$ cat src/rtl/dac_pkg.sv
// Shared types and frame layout for the MCP4911-class DAC serializer.
// The LDAC state exists only when DAC_LDAC_EN is defined.
package dac_pkg;

    localparam int unsigned FRAME_W  = 16;
    localparam int unsigned DATA_W   = 10;
    localparam int unsigned CH       = 15;
    localparam int unsigned BUF      = 14;
    localparam int unsigned GA       = 13;
    localparam int unsigned SHDN     = 12;
    localparam int unsigned DATA_LSB = 2;

`ifdef DAC_LDAC_EN
    typedef enum logic [2:0] {IDLE, START, SHIFT, STOP, LDAC} state_t;
`else
    typedef enum logic [2:0] {IDLE, START, SHIFT, STOP} state_t;
`endif

    function automatic logic [FRAME_W-1:0] build_frame(
        input logic              buf_en,
        input logic              ga_n,
        input logic [DATA_W-1:0] data
    );
        logic [FRAME_W-1:0] f;
        f                    = '0;
        f[CH]                = 1'b0;
        f[BUF]               = buf_en;
        f[GA]                = ga_n;
        f[SHDN]              = 1'b1;
        f[DATA_LSB +: DATA_W] = data;
        return f;
    endfunction

endpackage

$ cat src/rtl/dac_tick_gen.sv
// Restartable divider: one-cycle tick every CLK_DIV sysclk cycles, counted
// from the last restart.
module dac_tick_gen #(
    parameter int unsigned CLK_DIV = 16
) (
    input  logic sysclk,
    input  logic rst_n,
    input  logic restart,
    output logic tick
);

    localparam int unsigned   CW   = $clog2(CLK_DIV);
    localparam logic [CW-1:0] LAST = CW'(CLK_DIV - 1);

    logic [CW-1:0] cnt;

    always_ff @(posedge sysclk or negedge rst_n) begin
        if (!rst_n) begin
            cnt <= '0;
        end else if (restart || cnt == LAST) begin
            cnt <= '0;
        end else begin
            cnt <= cnt + 1'b1;
        end
    end

    // Left ungated by restart: restart is derived from tick via next-state.
    assign tick = (cnt == LAST);

endmodule

$ cat src/rtl/dac_spi_serializer.sv
// SPI mode-0 frame serializer for an MCP4911-class DAC.
// Optional macro DAC_LDAC_EN adds an LDAC pulse after CS rises.
module dac_spi_serializer
    import dac_pkg::*;
#(
    parameter int unsigned CLK_DIV  = 16,
    parameter logic        DAC_BUF  = 1'b0,
    parameter logic        DAC_GA_N = 1'b1
) (
    input  logic              sysclk,
    input  logic              rst_n,
    input  logic [DATA_W-1:0] data_in,
    input  logic              sample_stb,
    input  logic              overrun_clr,
    output logic              busy,
    output logic              overrun,
    output logic              dac_cs_n,
    output logic              dac_sck,
    output logic              dac_sdi,
    output logic              dac_ld_n
);

    state_t             state, state_next;
    logic               tick, restart;
    logic [FRAME_W-1:0] sr, sr_next;
    logic [3:0]         bit_cnt, bit_next;
    logic               busy_next, ovr_next, cs_next, sck_next, sdi_next;
`ifdef DAC_LDAC_EN
    logic               ld_next;
`endif

    dac_tick_gen #(
        .CLK_DIV(CLK_DIV)
    ) u_tick (
        .sysclk (sysclk),
        .rst_n  (rst_n),
        .restart(restart),
        .tick   (tick)
    );

    assign restart = (state_next != state);

    always_ff @(posedge sysclk or negedge rst_n) begin
        if (!rst_n) begin
            state <= IDLE;
        end else begin
            state <= state_next;
        end
    end

    always_comb begin
        state_next = state;
        sr_next    = sr;
        bit_next   = bit_cnt;
        cs_next    = dac_cs_n;
        sck_next   = dac_sck;
        sdi_next   = dac_sdi;
`ifdef DAC_LDAC_EN
        ld_next    = dac_ld_n;
`endif
        case (state)
            IDLE: begin
                if (sample_stb) begin
                    sr_next    = build_frame(DAC_BUF, DAC_GA_N, data_in);
                    bit_next   = '0;
                    cs_next    = 1'b0;
                    sck_next   = 1'b0;
                    state_next = START;
                end
            end
            START: begin
                if (tick) begin
                    sdi_next   = sr[FRAME_W-1];
                    state_next = SHIFT;
                end
            end
            SHIFT: begin
                // dac_sck doubles as the phase flag: low half, then high half.
                if (tick) begin
                    if (!dac_sck) begin
                        sck_next = 1'b1;
                    end else begin
                        sck_next = 1'b0;
                        if (bit_cnt == 4'd15) begin
                            state_next = STOP;
                        end else begin
                            bit_next = bit_cnt + 4'd1;
                            sr_next  = {sr[FRAME_W-2:0], 1'b0};
                            sdi_next = sr[FRAME_W-2];
                        end
                    end
                end
            end
            STOP: begin
                // First half keeps CS low, second half waits with CS high.
                if (tick) begin
                    if (!dac_cs_n) begin
                        cs_next = 1'b1;
                    end else begin
`ifdef DAC_LDAC_EN
                        ld_next    = 1'b0;
                        state_next = LDAC;
`else
                        state_next = IDLE;
`endif
                    end
                end
            end
`ifdef DAC_LDAC_EN
            LDAC: begin
                if (tick) begin
                    ld_next    = 1'b1;
                    state_next = IDLE;
                end
            end
`endif
            default: begin
                state_next = IDLE;
            end
        endcase

        busy_next = (state_next != IDLE);
        if (sample_stb && state != IDLE) begin
            ovr_next = 1'b1;
        end else if (overrun_clr) begin
            ovr_next = 1'b0;
        end else begin
            ovr_next = overrun;
        end
    end

    always_ff @(posedge sysclk or negedge rst_n) begin
        if (!rst_n) begin
            sr       <= '0;
            bit_cnt  <= '0;
            busy     <= 1'b0;
            overrun  <= 1'b0;
            dac_cs_n <= 1'b1;
            dac_sck  <= 1'b0;
            dac_sdi  <= 1'b0;
        end else begin
            sr       <= sr_next;
            bit_cnt  <= bit_next;
            busy     <= busy_next;
            overrun  <= ovr_next;
            dac_cs_n <= cs_next;
            dac_sck  <= sck_next;
            dac_sdi  <= sdi_next;
        end
    end

`ifdef DAC_LDAC_EN
    always_ff @(posedge sysclk or negedge rst_n) begin
        if (!rst_n) begin
            dac_ld_n <= 1'b1;
        end else begin
            dac_ld_n <= ld_next;
        end
    end
`else
    assign dac_ld_n = 1'b0;
`endif

endmodule

$ cat config.mk
export PLATFORM = sky130hd
export DESIGN_NAME = dac_spi_serializer
export DESIGN_NICKNAME = d
export VERILOG_FILES = /design/src/rtl/dac_pkg.sv /design/src/rtl/dac_tick_gen.sv /design/src/rtl/dac_spi_serializer.sv
export SDC_FILE = /design/constraint.sdc
export NUM_CORES = 1
export LEC_CHECK = 0
export ABC_AREA = 1
export CAP_MARGIN = 20
export CORE_ASPECT_RATIO = 1.4
export CORE_UTILIZATION = 49
export CTS_CLUSTER_DIAMETER = 60
export DETAILED_ROUTE_END_ITERATION = 12
export DONT_BUFFER_PORTS = 1
export RECOVER_POWER = 100
export SYNTH_ARGS = -nofsm -noshare
export SYNTH_HDL_FRONTEND = slang
export SYNTH_SLANG_ARGS = --single-unit
$ cat constraint.sdc
create_clock -name sysclk -period 1.5 [get_ports sysclk]
set_input_delay 0.15 -clock sysclk [delete_from_list [all_inputs] [get_ports sysclk]]
set_output_delay 0.15 -clock sysclk [all_outputs]
set_load 0.02 [all_outputs]
==> results of run 1 <==
[metrics by stage]
step	power [mW]	util (%)	cells	TNS (ns)	hold slack [ns]
after global placement	1.117	54.00	220	0	-0.1450
final	1.842	61.35	234	0	0.01337
after floorplan	1.089	-	183	0	-0.1456
after global routing	1.926	61.35	234	-0.1330	0.02779
after CTS	1.836	59.35	233	0	0.06627
after detailed placement	1.126	54.00	220	0	-0.1449
[worst paths after layout]
path | startpoint | end | slack [ns]
hold / removal | sample_stb | overrun$_DFFE_PN0P_ | 0.01
min in group asynchronous | rst_n | overrun$_DFFE_PN0P_ | 0.49
setup reg to reg | u_tick.cnt[0]$_DFF_PN0_ | sr[12]$_DFFE_PN0P_ | 0.05
hold reg to reg | sr[10]$_DFFE_PN0P_ | sr[10]$_DFFE_PN0P_ | 0.48
max in group asynchronous | rst_n | u_tick.cnt[1]$_DFF_PN0_ | 0.52
setup / recovery | u_tick.cnt[0]$_DFF_PN0_ | sr[12]$_DFFE_PN0P_ | 0.05
[cells in the mapped netlist, types with 2 or more instances]
cell / instances
nand2_2: 2
nor2_4: 3
inv_1: 15
dfrtp_1: 29
o21ai_2: 2
nor2_2: 3
buf_4: 2
o21ai_0: 12
xor2_1: 2
nand3_1: 8
ha_1: 2
nand2_1: 71
buf_6: 2
nor2_1: 14
nand2_4: 2
[kinds of logic after synthesis]
group                    count (synthesis)
XOR/XNOR                                 3
AND/OR/NAND/NOR                        107
AO/OA/AOI/OAI                           18
other                                    1
buffers and inverters                   21
flip-flops                              30
adder cells (fa/ha/maj)                  2
[routing by layer]
metal | part of all wire [%] | routed length [um]
met5 | 0 | 0
met4 | 2.0 | 63
met3 | 4.3 | 135
met2 | 54 | 1691
met1 | 39 | 1212
[timing repair]
item | 4_1_cts | 5_1_grt
hold endpoints to repair | 32 | 0
buffers inserted | 0 | 2
hold buffers | 5 | 0
gates resized for setup | 1 | 16
setup endpoints to repair | 2 | 24
pin swaps | 0 | 4
[critical path, stage by stage, from the launching register on]
cell and delay (ns):
dfrtp_1 0.41, ha_4 0.20, nand3_4 0.13, nor2_4 0.16, nor2_2 0.06, nor2_4 0.13, nand2_2 0.10, nor2_2 0.11
nor2_1 0.05
[final cells by class]
| class | instances | area [um^2] | area share (%) |
|---|---|---|---|
| clock buffer | 7 | 86.33 | 4.890 |
| clock inverter | 1 | 5.005 | 0.2835 |
| inverter | 16 | 63.81 | 3.614 |
| multi-input combinational | 132 | 711.9 | 40.33 |
| sequential | 30 | 752.0 | 42.59 |
| tap | 37 | 46.29 | 2.622 |
| timing repair buffer | 11 | 100.1 | 5.670 |
[power by group through the flow]
| stage | clock network (mW) | registers [mW] | logic [mW] |
|---|---|---|---|
| after detailed placement | 0 | 0.963 | 0.163 |
| after CTS | 0.688 | 0.949 | 0.199 |
| final | 0.678 | 0.955 | 0.209 |
| after floorplan | 0 | 0.949 | 0.140 |
| after global routing | 0.720 | 0.962 | 0.245 |
| after global placement | 0 | 0.958 | 0.159 |
[sequential cells by signal (all words and copies together), names as in the netlist]
| register | flops |
|---|---|
| dac_cs_n | 1 |
| bit_cnt | 4 |
| overrun | 1 |
| busy | 1 |
| sr | 14 |
| state | 3 |
| u_tick.cnt | 4 |
| dac_sdi | 1 |
| dac_sck | 1 |
[placed cells by master (no fill, tap or decap), types with 2 or more instances in the layout]
cell / count
o21ai_1: 2
dfrtp_1: 29
conb_1: 2
nor2_4: 5
o21ai_0: 11
nor2_2: 4
inv_1: 14
clkbuf_1: 2
nand2_4: 2
dlygate4sd3_1: 3
nand3_1: 8
xor2_1: 2
clkbuf_8: 6
nand2_1: 68
nand2_2: 4
nor2_1: 11
buf_4: 4
==> run metrics, run 1 <==
GR Overflow Total=0; crit-path max FO=4; GPL Wtd Cong=roughly 0.82; number of synthesized flops with an enable pin=0; DRC Markers=0; 1st-iter DRT viols=48; R2R depth=8; Max-Cap Viols=0; FMAX=approximately 700 MHz; RSZ-0062 raised after global routing=true; Setup crit end kind=flip-flop; Pre-Repair DR Iteration Count=4; WL per Instance=13.26 um; yosys warns=0; layout cell share with drive strength beyond 1=a little under 20%; Leakage Power=approximately 0.86 nW; Comb power frac=a little under an eighth; die width=about 49 um; Port-buffer cells=0; hpwl dp=2.112 mm; Arr. time, crit path=between 1.5 and 2 ns; post-synthesis adder-cell area fraction=between 1.5 and 2%; Routed WL=roughly 3.1 mm; largest net degree at the start of global routing=31; dominant cell type by area after synthesis=dfrtp_1; sw power=499.1 uW; pre-CTS setup slack=~0.00086 ns; Top Usage Layer GRT=met2; GRT Util Overall=21.29%; worst vdd ir=0.0008284 V; Clk Latency, worst-skew pair=just under 0.3 ns; I/O pins=20; share of power burned in registers=roughly 52%; CP startpoint kind=flip-flop; post-synth top area share=between 40% and 50%; Num CTS Buffers=5; Synth Flop Type=dfrtp_1; clock tree sinks=30; Final setup violation count=0; status=complete, no violations; sequential cell area fraction in the yosys report=between 50% and 60%; Slew Limit Fails=0; Final Hold Violating Endpoints=0; period utilization=between 90% and 100%; Clock Pin Slew Worst Setup and Hold Paths=0.07 ns; vias per cell=5.107; worst slew pin tran=roughly 0.76 ns; Critical Path RT=around 1.7 ns; P per Cell Area=approximately 1000 mW/mm^2; area grow syn2layout=18.08%; synth unique cells=28; synthesized area per cell=between 8 and 9 um^2; Simple-Gate Fraction of Synth Area=a little under a third; Design Area, Final=roughly 0.0018 mm^2; number of global-route vias before repair=approximately 1200; Netlist Area Pre-Place=around 0.0015 mm^2; placed cell areas=around 0.0016 mm^2; CP Class=flip-flop to flip-flop; synthesized flop and latch total=30; hold-critical path depth=2; ANT cells=0; remaining antenna violation count=0; Clock power frac=a little under two fifths; GR Util met3=6.757%; compound-gate portion of the synthesized area=under 10%; first-pass GRT wire length=5.064 mm; layout net count=approximately 210; Synth async-reset ratio=100.0%; Slew headroom=about half; TritonCTS clock tree=done; cell-internal power=1.343 mW; routed vias=~1200; initial antenna violation count=0; post-synthesis xor/xnor area fraction=between 1.5 and 2%; fillers=between 200 and 300; CTS Root Cell=clkbuf_8; multiplexer share of the synthesized area=0%; row cnt=23; Die ar.=around 0.0033 mm^2; Initial Utilization=around half; cell count after synthesis=around 180; CORE AREA=approximately 0.0029 mm^2; Net Sw Frac=between 20 and 30%; CTS Buffer Depth=2; met2 GRT Util=between 30 and 40%; met1 Track Usage GR=between 20% and 30%; top post-synthesis cells by area=dfrtp_1 49%, nand2_1 18%, o21ai_0 4.0%; Clock Skew=around 0.0067 ns; minimum clock period=approximately 1.4 ns; largest family of logic cells by synthesized area=simple AND/OR/NAND/NOR gates; H-tree level count=2; chip height=between 60 and 70 um; Hold Crit Class=input pin to flip-flop; Setup WS post-layout=approximately 0.055 ns
No activity file was read; power rests on OpenSTA's default activity.
==> run 2, diff against run 1 <==
--- a/config.mk
+++ b/config.mk
@@ -7,11 +7,14 @@
 export LEC_CHECK = 0
 export ABC_AREA = 1
 export CAP_MARGIN = 20
+export CELL_PAD_IN_SITES_DETAIL_PLACEMENT = 0
+export CELL_PAD_IN_SITES_GLOBAL_PLACEMENT = 1
 export CORE_ASPECT_RATIO = 1.4
-export CORE_UTILIZATION = 49
+export CORE_UTILIZATION = 46
 export CTS_CLUSTER_DIAMETER = 60
 export DETAILED_ROUTE_END_ITERATION = 12
 export DONT_BUFFER_PORTS = 1
+export PLACE_DENSITY_LB_ADDON = 0.1
 export RECOVER_POWER = 100
 export SYNTH_ARGS = -nofsm -noshare
 export SYNTH_HDL_FRONTEND = slang
==> run 2 against run 1 <==
The flow now finishes with violations (negative hold slack). Total power increased by 0.49%. Final cell count increased by 5.1%. Combinational power increased by 11%. Design area increased by 4.3%. Critical endpoint unchanged. Via count increased by 0.42%. Largest power group unchanged. Worst hold slack got worse by 0.016 ns. Routed wire length increased by 1.6%. Non-clock buffer count increased by 10.
==> run metrics, run 2 (synthesis results as in run 1) <==
worst slew pin tran=around 0.76 ns; GPL Wtd Cong=around 0.76; Port-buffer cells=0; Clk Latency, worst-skew pair=0.28 ns; placed cells=roughly 230; largest stage delay on the critical path=around 0.40 ns; origin of the worst setup path=u_tick.cnt[0]$_DFF_PN0_; initial antenna violation count=0; ANT cells=0; Routed WL=3.154 mm; P per Cell Area=between 1000 and 1500 mW/mm^2; minimum clock period=around 1.5 ns; H-tree level count=2; 1st-iter DRT viols=21; Die ar.=0.003486 mm^2; Clock Skew=0.002781 ns; remaining antenna violation count=0; layout net count=~220; most flop-heavy register=sr; Sequential Area=~750 um^2; Pre-Repair DR Iteration Count=4; die width=50.19 um; most frequent cells in the layout=69 x nand2_1, 29 x dfrtp_1, 15 x inv_1; period utilization=a little under 100%; hold-critical path depth=2; routed vias=1200; hpwl dp=around 2.2 mm; CP startpoint kind=flip-flop; area grow syn2layout=23.18%; worst vdd ir=between 0.0007 and 0.0008 V; CTS Root Cell=clkbuf_8; hold_sp=sample_stb; Largest regs=sr x14, bit_cnt x4, u_tick.cnt x4; Initial Utilization=approximately 48%; CORE AREA=roughly 0.0031 mm^2; violated checks=negative hold slack; Setup crit end kind=flip-flop; GR Overflow Total=0; Top Usage Layer GRT=met2; vias per cell=approximately 5; chip height=slightly below 70 um; number of global-route vias before repair=approximately 1200; WL per Instance=between 10 and 15 um; RR Startpoint=u_tick.cnt[0]$_DFF_PN0_; Slew Limit Fails=0; Num CTS Buffers=5; Max-Cap Viols=0; first-pass GRT wire length=roughly 5.1 mm; Final Hold Violating Endpoints=1; Leakage Power=roughly 0.90 nW; layout cell share with drive strength beyond 1=between 20 and 25%; FMAX=673.2 MHz; RSZ-0062 raised after global routing=true; I/O pins=20; met2 GRT Util=between 30% and 40%; DRC Markers=0; hold slack=-0.002225 ns; crit-path max FO=7; clock tree sinks=30; met1 Track Usage GR=a little over a fifth; CP max stage cell=dfrtp_1; row cnt=24; Slew headroom=49.31%; Clock Pin Slew Worst Setup and Hold Paths=approximately 0.06 ns; Arr. time, crit path=about 1.7 ns; status=finished with violations; pre-CTS setup slack=-0.04198 ns; CP Class=flip-flop to flip-flop; Hold Crit Class=input pin to flip-flop; largest net degree at the start of global routing=31; GRT Util Overall=between 10% and 20%; Critical Path RT=1.67 ns; TritonCTS clock tree=done; CTS Buffer Depth=2; Final setup violation count=0; most common cell after layout, fill and taps aside=nand2_1; R2R depth=8; crit-path cells=ha_4 -> nand3_4 -> nor2_4 -> nor2_2 -> nor2_4 -> nand2_2 -> nor2_1 -> nor2_1; fillers=298; Setup WS post-layout=between 0.01 and 0.015 ns; Largest register FFs=14; GR Util met3=3.947%; Multi-input gate area=706.9 um^2; Final Non-Filler Cells=about 250
==> run 2: cell types whose count changed in the layout (fill, tap and decap cells not counted), sizes merged <==
cell / change
buf: +10
clkinvlp: -1
inv: +1
==> run 2: critical path, delay by kind of cell (launching register included) <==
family                   cells  cell delay (ns)
AND/OR/NAND/NOR              7             0.79
flip-flops                   1             0.40
adder cells (fa/ha/maj)      1             0.19
==> run 2: area by class of cell <==
class / instances / share of cell area (%)
timing repair buffer: 21 / 9.918
tap: 39 / 2.649
sequential: 30 / 40.83
clock inverter: 1 / 0.2717
inverter: 16 / 3.261
multi-input combinational: 132 / 38.38
clock buffer: 7 / 4.687
==> run 2: path summary, 6_finish.rpt <==
| kind | end | slack, ns |
|---|---|---|
| max in group asynchronous | sr[7]$_DFFE_PN0P_ | 0.49 |
| min reg2reg | sr[6]$_DFFE_PN0P_ | 0.48 |
| min | overrun$_DFFE_PN0P_ | -0.002 |
| max reg2reg | sr[12]$_DFFE_PN0P_ | 0.01 |
| min in group asynchronous | u_tick.cnt[2]$_DFF_PN0_ | 0.52 |
| max | sr[12]$_DFFE_PN0P_ | 0.01 |
==> run 2: timing repair <==
action / 4_1_cts / 5_1_grt
buffers inserted: 2 / 7
hold buffers: 5 / 0
endpoints found under the hold margin: 32 / 0
pin swaps: 8 / 15
endpoints found under the setup margin: 4 / 23
gates resized for setup: 2 / 15
==> run 2: metrics by stage <==
stage	area [um^2]	setup TNS (ns)	power (mW)	util (%)
2_1_floorplan	1499	0	1.089	-
3_3_place_gp	1574	-0.003539	1.125	50.89
3_5_place_dp	1574	-0.1518	1.131	50.89
4_1_cts	1738	0	1.842	56.19
5_1_grt	1842	-0.3981	1.939	59.55
6_report	1842	0	1.851	59.55
==> run 2: routing by layer <==
metal	part of all wire (%)	wire length (um)
met4	1.9	61
met3	3.1	97
met2	54	1710
met5	0	0
met1	41	1285
==> run 2: power by group <==
group	total (mW)	leakage [nW]	internal, mW	switching, mW
clock	0.670	0.0482	0.370	0.301
sequential	0.948	0.382	0.891	0.0564
combinational	0.233	0.471	0.101	0.132
total	1.85	0.901	1.36	0.488
==> run 3, diff against run 2 <==
--- a/config.mk
+++ b/config.mk
@@ -16,6 +16,7 @@
 export DONT_BUFFER_PORTS = 1
 export PLACE_DENSITY_LB_ADDON = 0.1
 export RECOVER_POWER = 100
+export SETUP_SLACK_MARGIN = 0.02
 export SYNTH_ARGS = -nofsm -noshare
 export SYNTH_HDL_FRONTEND = slang
 export SYNTH_SLANG_ARGS = --single-unit
==> run 3 against run 2 <==
The run now ends clean. Sequential share of layout area is 0.52 points lower. Routed wire length is 1.8% higher. Worst setup slack better by 0.035 ns. First-iteration DRC count is 9.5% higher. Critical path depth is 2 higher. Largest cell class unchanged. Largest power group unchanged.
==> run metrics, run 3 (synthesis results as in run 1) <==
CORE AREA=slightly above 0.003 mm^2; row cnt=24; number of global-route vias before repair=between 1000 and 1500; period utilization=between 90% and 100%; chip height=roughly 69 um; pre-CTS setup slack=-0.04198 ns; hold-critical path depth=4; R2R depth=10; met2 GRT Util=about a third; share of power burned in registers=between 50 and 60%; Worst Hold End=sr[6]$_DFFE_PN0P_; status=complete, no violations; I/O pins=20; Final Hold Violating Endpoints=0; Setup WS post-layout=about 0.049 ns; TritonCTS clock tree=done; Design Area, Final=about 0.0019 mm^2; vias per cell=between 4 and 5; area grow syn2layout=24.77%; RR Startpoint=u_tick.cnt[0]$_DFF_PN0_; 1st-iter DRT viols=23; die width=about 50 um; Largest regs=sr x14, bit_cnt x4, u_tick.cnt x4; most common cell after layout, fill and taps aside=nand2_1; Net Sw Frac=a little over a quarter; GR Overflow Total=0; GPL Wtd Cong=~0.76; Setup crit end kind=flip-flop; minimum clock period=between 1 and 1.5 ns; DRC Markers=0; CP startpoint kind=flip-flop; hold_sp=data_in[4]; Routed WL=between 3 and 4 mm; most frequent cells in the layout=67 x nand2_1, 29 x dfrtp_1, 15 x inv_1, 15 x buf_4; Comb power frac=between 10 and 15%; Final setup violation count=0; Initial Utilization=between 40% and 50%; most flop-heavy register=sr; worst slew pin tran=approximately 0.76 ns; register-to-register path setup slack=a little under 0.05 ns; Slew Limit Fails=0; largest net degree at the start of global routing=31; FMAX=689.3 MHz; CTS Root Cell=clkbuf_8; Leakage Power=0.9334 nW; Pre-Repair DR Iteration Count=4; Reg-to-Reg End=u_tick.cnt[2]$_DFF_PN0_; placed cell areas=about 0.0016 mm^2; Clock Pin Slew Worst Setup and Hold Paths=0.06 ns; Arr. time, crit path=1.66 ns; Clock Skew=0.0009533 ns; clock tree sinks=30; CTS Buffer Depth=2; sw power=approximately 490 uW; Top Usage Layer GRT=met2; Tot Pwr=between 1.5 and 2 mW; remaining antenna violation count=0; Critical Path RT=1.71 ns; WL per Instance=about 13 um; Clk Latency, worst-skew pair=between 0.2 and 0.3 ns; RSZ-0062 raised after global routing=true; CP Class=flip-flop to flip-flop; initial antenna violation count=0; GRT Util Overall=between 10% and 20%; H-tree level count=2; cell-internal power=roughly 1.4 mW; setup tns final=0 ns; Largest register FFs=14; fillers=299; Clock power frac=a little over a third; Die ar.=0.003486 mm^2; Num CTS Buffers=5; worst vdd ir=roughly 0.00071 V; hpwl dp=around 2.2 mm; GR Util met3=around 4%; routed vias=about 1200; layout cell share with drive strength beyond 1=25.71%; P per Cell Area=1004 mW/mm^2; met1 Track Usage GR=between 20% and 30%; layout net count=between 200 and 250; ANT cells=0; crit-path max FO=4; Hold Crit Class=input pin to flip-flop; Max-Cap Viols=0; Slew headroom=between 40% and 50%; Port-buffer cells=0; first-pass GRT wire length=roughly 5.1 mm
==> run 3: changes by cell type in the layout (fill, tap and decap cells not counted), moves of 2 or more <==
cell / delta
nor2_1: -3
nor2_2: +3
buf_4: +3
nand2_1: -2
==> run 3: layout make-up <==
cell class,count,area (um^2),share of cell area (%)
Inverter,16,60.06,3.219
Tap cell,39,48.80,2.616
Multi-Input combinational cell,132,721.9,38.70
Clock inverter,1,5.005,0.2683
Timing Repair Buffer,24,191.4,10.26
Sequential cell,30,752.0,40.31
Clock buffer,7,86.33,4.628
==> run 3: how the worst max path moves through the flow <==
stage	from	end	cells past startpoint
final	u_tick.cnt[0]$_DFF_PN0_	u_tick.cnt[2]$_DFF_PN0_	10
after global routing	u_tick.cnt[0]$_DFF_PN0_	u_tick.cnt[2]$_DFF_PN0_	10
after CTS	u_tick.cnt[1]$_DFF_PN0_	u_tick.cnt[1]$_DFF_PN0_	10
after detailed placement	u_tick.cnt[0]$_DFF_PN0_	u_tick.cnt[1]$_DFF_PN0_	10
after global placement	u_tick.cnt[0]$_DFF_PN0_	u_tick.cnt[0]$_DFF_PN0_	10
after floorplan	u_tick.cnt[0]$_DFF_PN0_	bit_cnt[3]$_DFFE_PN0P_	7
==> run 3: stage by stage <==
step	cells	hold slack [ns]	utilization (%)
floorplan	183	-0.1456	-
global placement	226	-0.1450	50.89
detailed placement	226	-0.1449	50.89
CTS	242	0.07806	57.20
global route	249	0.09690	60.32
finish	249	0.07913	60.32
==> run 3: timing repair <==
item                                   in CTS  in global routing
buffers inserted                            3                  7
resized for setup                           6                 16
endpoints found under the hold margin      32                  0
hold buffers                                5                  0
pin swaps                                   8                 14
setup endpoints to repair                   4                 23
==> run 3: critical path, cell delays in order (launching register included) <==
cell and delay, ns:
dfrtp_1 0.39, ha_4 0.17, buf_6 0.10, nand2_4 0.05, nor2_4 0.12, nand2_1 0.08, nand2_2 0.10, nand3_2 0.10
nand2_2 0.08, nand2_2 0.08, nor2_2 0.11
==> run 3: power groups by stage <==
stage | Sequential [mW] | Clock (mW) | Combinational (mW)
floorplan | 0.949 | 0 | 0.140
global placement | 0.959 | 0 | 0.166
detailed placement | 0.961 | 0 | 0.171
CTS | 0.946 | 0.681 | 0.219
global route | 0.954 | 0.713 | 0.295
finish | 0.947 | 0.668 | 0.257
==> run 3: metal layers <==
layer	part of all wire, %	vias to the layer above	wire length (um)
met5	0	-	0
met4	2.0	0	64
met3	2.7	5	87
met2	55	22	1780
met1	40	569	1279
li1	-	611	-
